===== src/rtl/mreq_arb_pkg.sv =====
// Shared definitions for the multi-master round-robin arbiter: FSM state
// encoding, command constants and default parameter values.
package mreq_arb_pkg;

  typedef enum logic {
    ST_IDLE = 1'b0,
    ST_BUSY = 1'b1
  } arb_state_e;

  localparam logic CMD_RD = 1'b0;
  localparam logic CMD_WR = 1'b1;

  localparam int M_DEFAULT       = 4;
  localparam int RID_W_DEFAULT   = 3;
  localparam int TIMEOUT_DEFAULT = 255;

endpackage


===== src/rtl/mreq_rr_arbiter_rid_fifo.sv =====
// Read-ID FIFO: remembers which master issued each outstanding read so the
// slave's in-order responses can be steered back to the right requester.
module rid_fifo #(
  parameter int W          = 2,
  parameter int DEPTH_LOG2 = 3
) (
  input  logic         clk_i,
  input  logic         rst_i,
  input  logic         push_i,
  input  logic [W-1:0] din_i,
  input  logic         pop_i,
  output logic [W-1:0] dout_o,
  output logic         full_o,
  output logic         empty_o
);

  localparam int DEPTH = 2 ** DEPTH_LOG2;
  localparam logic [DEPTH_LOG2-1:0] PTR_ONE   = DEPTH_LOG2'(1);
  localparam logic [DEPTH_LOG2:0]   CNT_ONE   = (DEPTH_LOG2 + 1)'(1);
  localparam logic [DEPTH_LOG2:0]   DEPTH_CNT = (DEPTH_LOG2 + 1)'(DEPTH);

  logic [DEPTH_LOG2-1:0] wr_ptr_q, wr_ptr_d;
  logic [DEPTH_LOG2-1:0] rd_ptr_q, rd_ptr_d;
  logic [DEPTH_LOG2:0]   count_q, count_d;
  logic [W-1:0]          mem_q [DEPTH];
  logic                  do_push, do_pop;

  assign full_o  = (count_q == DEPTH_CNT);
  assign empty_o = (count_q == '0);
  assign dout_o  = mem_q[rd_ptr_q];

  always_comb begin
    do_push  = push_i && !full_o;
    do_pop   = pop_i && !empty_o;
    wr_ptr_d = wr_ptr_q;
    rd_ptr_d = rd_ptr_q;
    count_d  = count_q;
    if (do_push) wr_ptr_d = wr_ptr_q + PTR_ONE;
    if (do_pop)  rd_ptr_d = rd_ptr_q + PTR_ONE;
    case ({do_push, do_pop})
      2'b10:   count_d = count_q + CNT_ONE;
      2'b01:   count_d = count_q - CNT_ONE;
      default: count_d = count_q;
    endcase
  end

  always_ff @(posedge clk_i or negedge rst_i) begin
    if (!rst_i) begin
      wr_ptr_q <= '0;
      rd_ptr_q <= '0;
      count_q  <= '0;
    end else begin
      wr_ptr_q <= wr_ptr_d;
      rd_ptr_q <= rd_ptr_d;
      count_q  <= count_d;
    end
  end

  // Storage needs no reset; occupancy is tracked by count_q alone.
  always_ff @(posedge clk_i) begin
    if (do_push) mem_q[wr_ptr_q] <= din_i;
  end

endmodule


===== src/rtl/mreq_rr_arbiter.sv =====
// Round-robin arbiter funnelling M masters onto one slave port, with in-order
// read-response routing. Define MREQ_RR_ARBITER_WDOG_EN for the response watchdog.
//
// state   | meaning
// --------+-----------------------------------------------------------
// ST_IDLE | no grant; picks next requester after last_grant
// ST_BUSY | grant_o held; slave port driven from granted master
module mreq_rr_arbiter
  import mreq_arb_pkg::*;
#(
  parameter int M       = M_DEFAULT,
  parameter int RID_W   = RID_W_DEFAULT,
  parameter int TIMEOUT = TIMEOUT_DEFAULT
) (
  input  logic            clk_i,
  input  logic            rst_i,
  input  logic [M-1:0]    m_req,
  input  logic [M-1:0]    m_cmd,
  input  logic [32*M-1:0] m_addr,
  input  logic [32*M-1:0] m_wdata,
  output logic [M-1:0]    m_ack,
  output logic [M-1:0]    m_resp,
  output logic [32*M-1:0] m_rdata,
  output logic            s_req,
  output logic            s_cmd,
  output logic [31:0]     s_addr,
  output logic [31:0]     s_wdata,
  input  logic            s_ack,
  input  logic            s_resp,
  input  logic [31:0]     s_rdata,
  output logic [M-1:0]    grant_o,
  output logic            err_o
);

  localparam int IDX_W = $clog2(M);
  localparam logic [IDX_W-1:0] LAST_RST = IDX_W'(M - 1);

  arb_state_e       state_q, state_d;
  logic [M-1:0]     grant_q, grant_d;
  logic [IDX_W-1:0] gidx_q, gidx_d;
  logic [IDX_W-1:0] last_q, last_d;
  logic             err_q, err_d;

  logic [IDX_W-1:0] cand, pick_idx, fifo_head;
  logic             pick_vld;
  logic             g_req, g_cmd;
  logic [31:0]      g_addr, g_wdata;
  logic             rd_block, s_req_int, accept, push, pop, resp_err;
  logic             fifo_full, fifo_empty;

  // Circular search starting just after the last master served.
  always_comb begin
    pick_vld = 1'b0;
    pick_idx = '0;
    cand     = '0;
    for (int k = 1; k <= M; k++) begin
      cand = IDX_W'((int'(last_q) + k) % M);
      if (!pick_vld && m_req[cand]) begin
        pick_vld = 1'b1;
        pick_idx = cand;
      end
    end
  end

  always_comb begin
    g_req   = 1'b0;
    g_cmd   = CMD_RD;
    g_addr  = '0;
    g_wdata = '0;
    for (int i = 0; i < M; i++) begin
      if (gidx_q == IDX_W'(i)) begin
        g_req   = m_req[i];
        g_cmd   = m_cmd[i];
        g_addr  = m_addr[32*i +: 32];
        g_wdata = m_wdata[32*i +: 32];
      end
    end
  end

  always_comb begin
    state_d   = state_q;
    grant_d   = grant_q;
    gidx_d    = gidx_q;
    last_d    = last_q;
    s_req_int = 1'b0;
    accept    = 1'b0;
    push      = 1'b0;
    // Reads stall while no ID slot is free; writes never need one.
    rd_block  = (g_cmd == CMD_RD) && fifo_full;
    case (state_q)
      ST_IDLE: begin
        if (pick_vld) begin
          state_d           = ST_BUSY;
          gidx_d            = pick_idx;
          grant_d           = '0;
          grant_d[pick_idx] = 1'b1;
        end
      end
      ST_BUSY: begin
        if (!g_req) begin
          state_d = ST_IDLE;
          grant_d = '0;
        end else begin
          s_req_int = !rd_block;
          accept    = s_req_int && s_ack;
          if (accept) begin
            state_d = ST_IDLE;
            grant_d = '0;
            last_d  = gidx_q;
            push    = (g_cmd == CMD_RD);
          end
        end
      end
    endcase
  end

  always_comb begin
    s_req   = s_req_int;
    s_cmd   = (state_q == ST_BUSY) ? g_cmd : CMD_RD;
    s_addr  = (state_q == ST_BUSY) ? g_addr : '0;
    s_wdata = (state_q == ST_BUSY) ? g_wdata : '0;
    m_ack   = '0;
    for (int i = 0; i < M; i++) begin
      m_ack[i] = accept && (gidx_q == IDX_W'(i));
    end
  end

  always_comb begin
    pop      = s_resp && !fifo_empty;
    resp_err = s_resp && fifo_empty;
    m_resp   = '0;
    m_rdata  = '0;
    for (int i = 0; i < M; i++) begin
      if (pop && (fifo_head == IDX_W'(i))) begin
        m_resp[i]           = 1'b1;
        m_rdata[32*i +: 32] = s_rdata;
      end
    end
  end

  rid_fifo #(
    .W          (IDX_W),
    .DEPTH_LOG2 (RID_W)
  ) u_rid_fifo (
    .clk_i   (clk_i),
    .rst_i   (rst_i),
    .push_i  (push),
    .din_i   (gidx_q),
    .pop_i   (pop),
    .dout_o  (fifo_head),
    .full_o  (fifo_full),
    .empty_o (fifo_empty)
  );

`ifdef MREQ_RR_ARBITER_WDOG_EN
  localparam int WD_W = $clog2(TIMEOUT + 1);
  localparam logic [WD_W-1:0] WD_LAST = WD_W'(TIMEOUT - 1);
  localparam logic [WD_W-1:0] WD_ONE  = WD_W'(1);

  logic [WD_W-1:0] wdog_q, wdog_d;
  logic            wdog_hit;

  // Counts only while reads are outstanding; any response restarts the wait.
  always_comb begin
    wdog_d   = wdog_q;
    wdog_hit = 1'b0;
    if (pop || fifo_empty) begin
      wdog_d = '0;
    end else if (wdog_q == WD_LAST) begin
      wdog_d   = '0;
      wdog_hit = 1'b1;
    end else begin
      wdog_d = wdog_q + WD_ONE;
    end
  end

  always_ff @(posedge clk_i or negedge rst_i) begin
    if (!rst_i) wdog_q <= '0;
    else        wdog_q <= wdog_d;
  end

  assign err_d = resp_err || wdog_hit;
`else
  assign err_d = resp_err;
`endif

  always_ff @(posedge clk_i or negedge rst_i) begin
    if (!rst_i) begin
      state_q <= ST_IDLE;
      grant_q <= '0;
      gidx_q  <= '0;
      last_q  <= LAST_RST;
      err_q   <= 1'b0;
    end else begin
      state_q <= state_d;
      grant_q <= grant_d;
      gidx_q  <= gidx_d;
      last_q  <= last_d;
      err_q   <= err_d;
    end
  end

  assign grant_o = grant_q;
  assign err_o   = err_q;

endmodule

===== config.mk =====
export PLATFORM = sky130hd
export DESIGN_NAME = mreq_rr_arbiter
export DESIGN_NICKNAME = d
export VERILOG_FILES = /design/src/rtl/mreq_arb_pkg.sv /design/src/rtl/mreq_rr_arbiter_rid_fifo.sv /design/src/rtl/mreq_rr_arbiter.sv
export SDC_FILE = /design/constraint.sdc
export NUM_CORES = 1
export LEC_CHECK = 0
export BUFFER_PORTS_ARGS = -buffer_cell sky130_fd_sc_hd__buf_4
export CORE_AREA = 2 2 199 201
export DETAILED_ROUTE_END_ITERATION = 6
export DIE_AREA = 0 0 201 203
export GPL_TIMING_DRIVEN = 0
export PLACE_DENSITY = 0.4
export REMOVE_ABC_BUFFERS = 1
export SYNTH_ARGS = -nofsm -noshare
export SYNTH_HDL_FRONTEND = slang
export SYNTH_SLANG_ARGS = --single-unit

===== constraint.sdc =====
create_clock -name clk_i -period 5.8 [get_ports clk_i]
set_input_delay 0.58 -clock clk_i [delete_from_list [all_inputs] [get_ports clk_i]]
set_output_delay 0.58 -clock clk_i [all_outputs]
set_load 0.01 [all_outputs]

---- After elaboration in Yosys (flattened, before gate mapping) ----
Memories as Yosys holds them, arrays and structs flattened.
Cells that the tools add are included.
storage, ports and cells
  bits in latches ......................... 0
  output and inout port bits .............. 207
  input bits .............................. 300
  word-level logic and storage cells ...... 130
  bits in registers ....................... 20
  memory bits (read-only) ................. 0
  bits in writable memories ............... 16
  memories ................................ 1
memory list
  name              words  bits a word  read ports  clocked after Yosys merged registers in  write ports  RTL line                        RTL
  u_rid_fifo.mem_q  8      2            1           0                                        1            mreq_rr_arbiter_rid_fifo.sv:25  logic [W-1:0] mem_q [DEPTH];
operators by class
  $add $sub $neg .......................... 8
  reduce and logical (&&, ||, !) cells .... 31
  multiply operators ...................... 0
  $lt $le $gt $ge ......................... 6
  equal/unequal tests ..................... 11
  bitwise gates (word level) .............. 2
  divide/modulo/power cells ............... 0
  multiplexer cells ....................... 63
  shifts and indexed selects .............. 0
operators by type and width
  operator                                                                             count
  32-bit two-way mux                                                                   14
  1-bit two-way mux                                                                    34
  1-bit logical AND                                                                    18
  4-bit case mux with 2 select lines                                                   2
  2-bit by 3-bit less-than comparator with 1-bit output, second input constant         5
  4-bit two-way mux                                                                    3
  2-bit equality test, second input constant                                           5
  1-bit binary-select mux with 2-bit select                                            4
  2-bit two-way mux                                                                    4
  3-bit by 1-bit adder with 3-bit output, second input constant                        2
  2-bit by 1-bit equality test with 1-bit output, second input constant                3
  1-bit zero test                                                                      6
  2-bit by 1-bit adder with 2-bit output, second input constant                        2
  2-bit adder, second input constant                                                   2
  4-bit by 1-bit adder with 4-bit output, second input constant                        1
  4-bit equality test, second input constant                                           1
  2-bit zero test                                                                      2
  4-bit zero test                                                                      1
  2-bit AND reduction                                                                  2
  4-bit by 1-bit subtractor with 4-bit output, second input constant                   1
  3-bit by 2-bit inequality test with 1-bit output, second input constant              1
  3-bit AND reduction                                                                  1
  1-bit demux with 2-bit select                                                        1
  2-bit by 1-bit greater-or-equal comparator with 1-bit output, second input constant  1
  other kinds (4)                                                                      5

---- Longest topological paths before layout ----
  depth after elaboration ................. 19
  mapped depth ............................ 13

---- Modules after synthesis ----
From an unflattened synthesis, not the netlist that was laid out.
unflattened totals
  cell total of the unflattened synthesis .. 452
  area, all modules ....................... 4700.8 um^2
by module, submodules not included
  module           cells an instance  area an instance (um^2)  times used
  mreq_rr_arbiter  362                3439.5                   1
  rid_fifo         90                 1261.2                   1

---- Least setup slack after synthesis ----
Ideal clock, no wire load.
  kind .................................... register to register
  start point ............................. register gidx_q[0]
  end point ............................... register u_rid_fifo.count_q[2]
  data arrival time ....................... 2614 ps
  stages on the path, launching flop included .. 12
  path slack .............................. 3061 ps
  library setup time ...................... 125 ps
  clock period less this slack ............ 2739 ps
  cell sequence ........................... dfrtp_1 buf_2 mux4_2 nor3b_4 nand3_2 ha_1 xor2_1 ha_1 a21oi_1 xor2_1 nor2_1 xor2_1
between the ends
  longest elaborated chain between the ends .. 15
  elaborated cells on any way between the ends .. 24
RTL lines
  element                                                                                       RTL line                                       RTL
  start, declared                                                                               mreq_rr_arbiter.sv:40                          logic [IDX_W-1:0] gidx_q, gidx_d;
  start signal, assigned                                                                        mreq_rr_arbiter.sv:197                         gidx_q <= gidx_d;
  2-bit zero test                                                                               mreq_rr_arbiter.sv:71                          if (gidx_q == IDX_W'(i)) begin
  1-bit two-way mux (4 in a row)                                                                mreq_rr_arbiter.sv:71
  1-bit inverter                                                                                mreq_rr_arbiter.sv:89, mreq_rr_arbiter.sv:110
  1-bit logical AND                                                                             mreq_rr_arbiter.sv:89                          rd_block = (g_cmd == CMD_RD) && fifo_full;
  1-bit zero test                                                                               mreq_rr_arbiter.sv:104                         s_req_int = !rd_block;
  1-bit logical AND                                                                             mreq_rr_arbiter.sv:105                         accept = s_req_int && s_ack;
  1-bit two-way mux                                                                             mreq_rr_arbiter.sv:106                         if (accept) begin
  1-bit two-way mux (*)                                                                         mreq_rr_arbiter.sv:100                         if (!g_req) begin
  1-bit two-way mux (*)                                                                         mreq_rr_arbiter.sv:90                          case (state_q)
  1-bit logical AND (*)                                                                         mreq_rr_arbiter_rid_fifo.sv:33                 do_push = push_i && !full_o;
  2-bit by 1-bit equality test with 1-bit output / 2-bit equality test (equally long branches)  mreq_rr_arbiter_rid_fifo.sv:40                 case ({do_push, do_pop})
  4-bit case mux with 2 select lines / 2-bit nonzero test (equally long branches)               -
  end signal, assigned                                                                          mreq_rr_arbiter_rid_fifo.sv:55                 count_q <= count_d;
  end, declared                                                                                 mreq_rr_arbiter_rid_fifo.sv:24                 logic [DEPTH_LOG2:0] count_q, count_d;
Every way passes the cells marked *; elsewhere a longest branch is shown, timed or not.
A chain may end at the register's enable or synchronous reset.

---- Worst setup path in the final report ----
  start point ............................. register u_rid_fifo.count_q[1]
  end point ............................... output port m_rdata[124]
between the ends
  longest elaborated chain between the ends .. 5
RTL lines
  element             RTL line                        RTL
  4-bit zero test     mreq_rr_arbiter_rid_fifo.sv:29  assign empty_o = (count_q == '0);
  1-bit zero test     mreq_rr_arbiter.sv:129          pop = s_resp && !fifo_empty;
  1-bit logical AND   mreq_rr_arbiter.sv:129
  1-bit logical AND   mreq_rr_arbiter.sv:134          if (pop && (fifo_head == IDX_W'(i))) begin
  32-bit two-way mux  mreq_rr_arbiter.sv:134
  end, declared       mreq_rr_arbiter.sv:23           output logic [32*M-1:0] m_rdata,
No other way between the ends.

==> results.toml <==
[synth]
syn-cell-area_mm2 = 0.00447
synth.distinct_cells = 42
synth.avg_cell_area_um2 = 9.32
synthFlopType = "dfrtp_1"
syn-instance-count = 479
async_flop_share_pct = 55.6
ys_ff_latch = 36
ys_seq_area_share_pct = 22.0
synth_edf_count = 16
ys_warn_count = 0

[clock_tree]
cts_buffer_depth = 2
cts_hold_buf = 0
clkTransAtPathRegs_ns = 0.05
cts-htree-levels = 2
cts_resized = 0
cts_setup_buffers = 0
cts_sinks = 36
clock_latency_ns = 0.28
cts_tree = "done"
cts.root.buffer_cell = "clkbuf_16"
numCtsBuffers = 5

[die]
start_util_pct = 11.6
pin_count = 507
die_w_um = 201
core-area_mm2 = 0.0385
die_area_mm2 = 0.0408
rows = 72
die_h_um = 203

[power]
ir_drop_uv = 278
power_density_mw_per_mm2 = 403
p_leak_nw = 4.20

[worst_hold_path]
hp-class = "in -> async"

[drt]
drt_wl_total_mm = 26.9
drtIter0Drc = 291
ant_nets = 0
post_drt_wl_per_cell_um = 18.3
viasPerCell = 3.83
vias = 5648
dr.pass1.iters = 4
drcViolationCount = 0

[timing]
tightestPinTransition_ns = 1.24
fin_skew_ns = 0.00232
final_period_minus_worst_setup_slack_ns = 3.92
maxSlewHeadroom_pct = 17.1
fin_setup_tns_ns = 0
report.final.slew_viol_count = 0
rsz0062_at_grt = "false"
finalHoldViolations = 0
setup_slack_ns = 1.88
fmax_mhz = 255
finalCritPeriodShare_pct = 67.6
setup_viol = 0

[global_routing]
grt.total_usage_pct = 12.4
overflow = 0
grt_pass1_wl_mm = 38.5
antenna_found_initial = 4
grt_max_degree = 59
grt_pass1_vias = 5844

[layout]
stdcell_count = 1473
layout.nets = 1258
final_cell_area_mm2 = 0.00908
layout-drive-gt1-share_pct = 63.2
area_delta_synth_final_pct = 103

[worst_setup_path]
cp.arrival_ns = 3.34
cp_max_fo = 36
reg2reg_depth = 10
cp-end-kind = "output pin"
timing.rr.start = "u_rid_fifo.count_q[1]"
r2r_slack_ns = 2.06
rr_endpoint = "u_rid_fifo.count_q[2]"
crit_type = "reg -> out"
critPathRequiredTime_ns = 5.22
critPathLaunchType = "register"

[place]
io_buffer_count = 506
place_area_mm2 = 0.00891
dp_hpwl_mm = 23.4
dp.cells = 1464
pre_cts_slack_ns = 2.01
gp_congestion = 0.918

[job]
cap_violations = 0

[run_status]
status = "finished clean"
## state kept, by name, indices dropped and copies added (netlist names)
name	flops
u_rid_fifo.rd_ptr_q	3
gidx_q	2
u_rid_fifo.count_q	4
state_q	1
u_rid_fifo.wr_ptr_q	3
grant_o	4
last_q	2
u_rid_fifo.mem_q	16
err_o	1
## cells in the mapped netlist (2+ instances only)
cell type / n / area share (%)
nor2_1: 138 / 12
mux4_2: 70 / 35
and2_1: 67 / 9.4
nand2_1: 43 / 3.6
buf_2: 22 / 2.5
clkbuf_1: 19 / 1.6
dfrtp_1: 18 / 10
edfxtp_1: 16 / 11
nor3_1: 8 / 0.90
nor3b_1: 7 / 1.2
o21ai_0: 6 / 0.67
ha_1: 5 / 1.4
inv_1: 5 / 0.42
xnor2_1: 5 / 0.98
a21oi_1: 4 / 0.45
buf_1: 4 / 0.34
xor2_1: 4 / 0.78
nand2b_1: 3 / 0.42
a21o_1: 2 / 0.34
a22o_1: 2 / 0.39
a31oi_1: 2 / 0.28
a31oi_2: 2 / 0.56
dfstp_2: 2 / 1.2
nand3b_1: 2 / 0.34
nand4_1: 2 / 0.28
nor2b_1: 2 / 0.28
nor4_1: 2 / 0.28
o21a_1: 2 / 0.34
o2bb2ai_1: 2 / 0.39
## cells by family after synthesis
family	count (synthesis)	share of synthesized area [%]
compound gates	25	4.23
mux	73	36.0
flops	36	22.0
buf+inv	51	4.90
fa+ha+maj	5	1.40
simple gates	280	29.6
xor+xnor	9	1.77
## layer usage
metal  global-route usage (%)  share of wire [%]  wire length, um
met1                     12.8                 35             9330
met2                     24.9                 55            14900
met3                     3.90                8.9             2400
met4                     1.77               0.93              250
met5                        0               0.17               46
## critical path, stage by stage (launching register included)
cell and delay, ns:
dfrtp_1 0.46, nor4_1 0.39, nand2b_1 0.34, clkinv_1 0.91, nand2_1 0.68, nor2_1 0.09, buf_4 0.19
## power by group
group / internal (mW) / switching, mW / total [mW]
registers: 0.361 / 0.206 / 0.567
logic: 1.47 / 1.31 / 2.79
clock network: 0.202 / 0.103 / 0.305
## layout make-up
cell class                 instances  area, um^2
inverter                           6        22.5
clock inverter                     3        42.5
antenna                            1        2.50
tap                              518         648
sequential                        36         992
fill                            4220       29400
clock buffer                       5         125
timing repair buffer             512        3950
multi-input combinational        392        3300
## cell usage in the layout (no fill, tap or decap), drive strengths merged, types with 5 or more instances in the layout
cell | synthesis | layout
buf | 26 | 512
inv | 5 | 5
nor2 | 138 | 138
mux4 | 70 | 70
o21ai | 6 | 6
nand2 | 43 | 43
dfrtp | 18 | 18
nor3b | 8 | 8
clkbuf | 19 | 5
ha | 5 | 5
xnor2 | 5 | 5
edfxtp | 16 | 16
nor3 | 8 | 8
and2 | 67 | 67
## stage by stage
stage               power, mW  hold slack, ns  util (%)
CTS                      3.74           0.189      23.6
finish                   3.66           0.181      23.6
global route             3.94           0.192      23.6
global placement         3.41           0.478      22.7
floorplan                2.02           0.284         -
detailed placement       3.43           0.479      23.2
## worst max-delay path by stage
stage,start,to,slack [ns],cells past startpoint
after floorplan,gidx_q[0],u_rid_fifo.count_q[2],0.70,10
after global placement,gidx_q[0],u_rid_fifo.count_q[2],-0.65,10
after detailed placement,u_rid_fifo.count_q[1],u_rid_fifo.count_q[2],2.01,10
after CTS,u_rid_fifo.count_q[1],m_rdata[124],1.75,6
after global routing,u_rid_fifo.count_q[1],m_rdata[124],1.48,6
final,u_rid_fifo.count_q[1],m_rdata[124],1.88,6
Note: power is estimated with default switching activity, not from simulation.
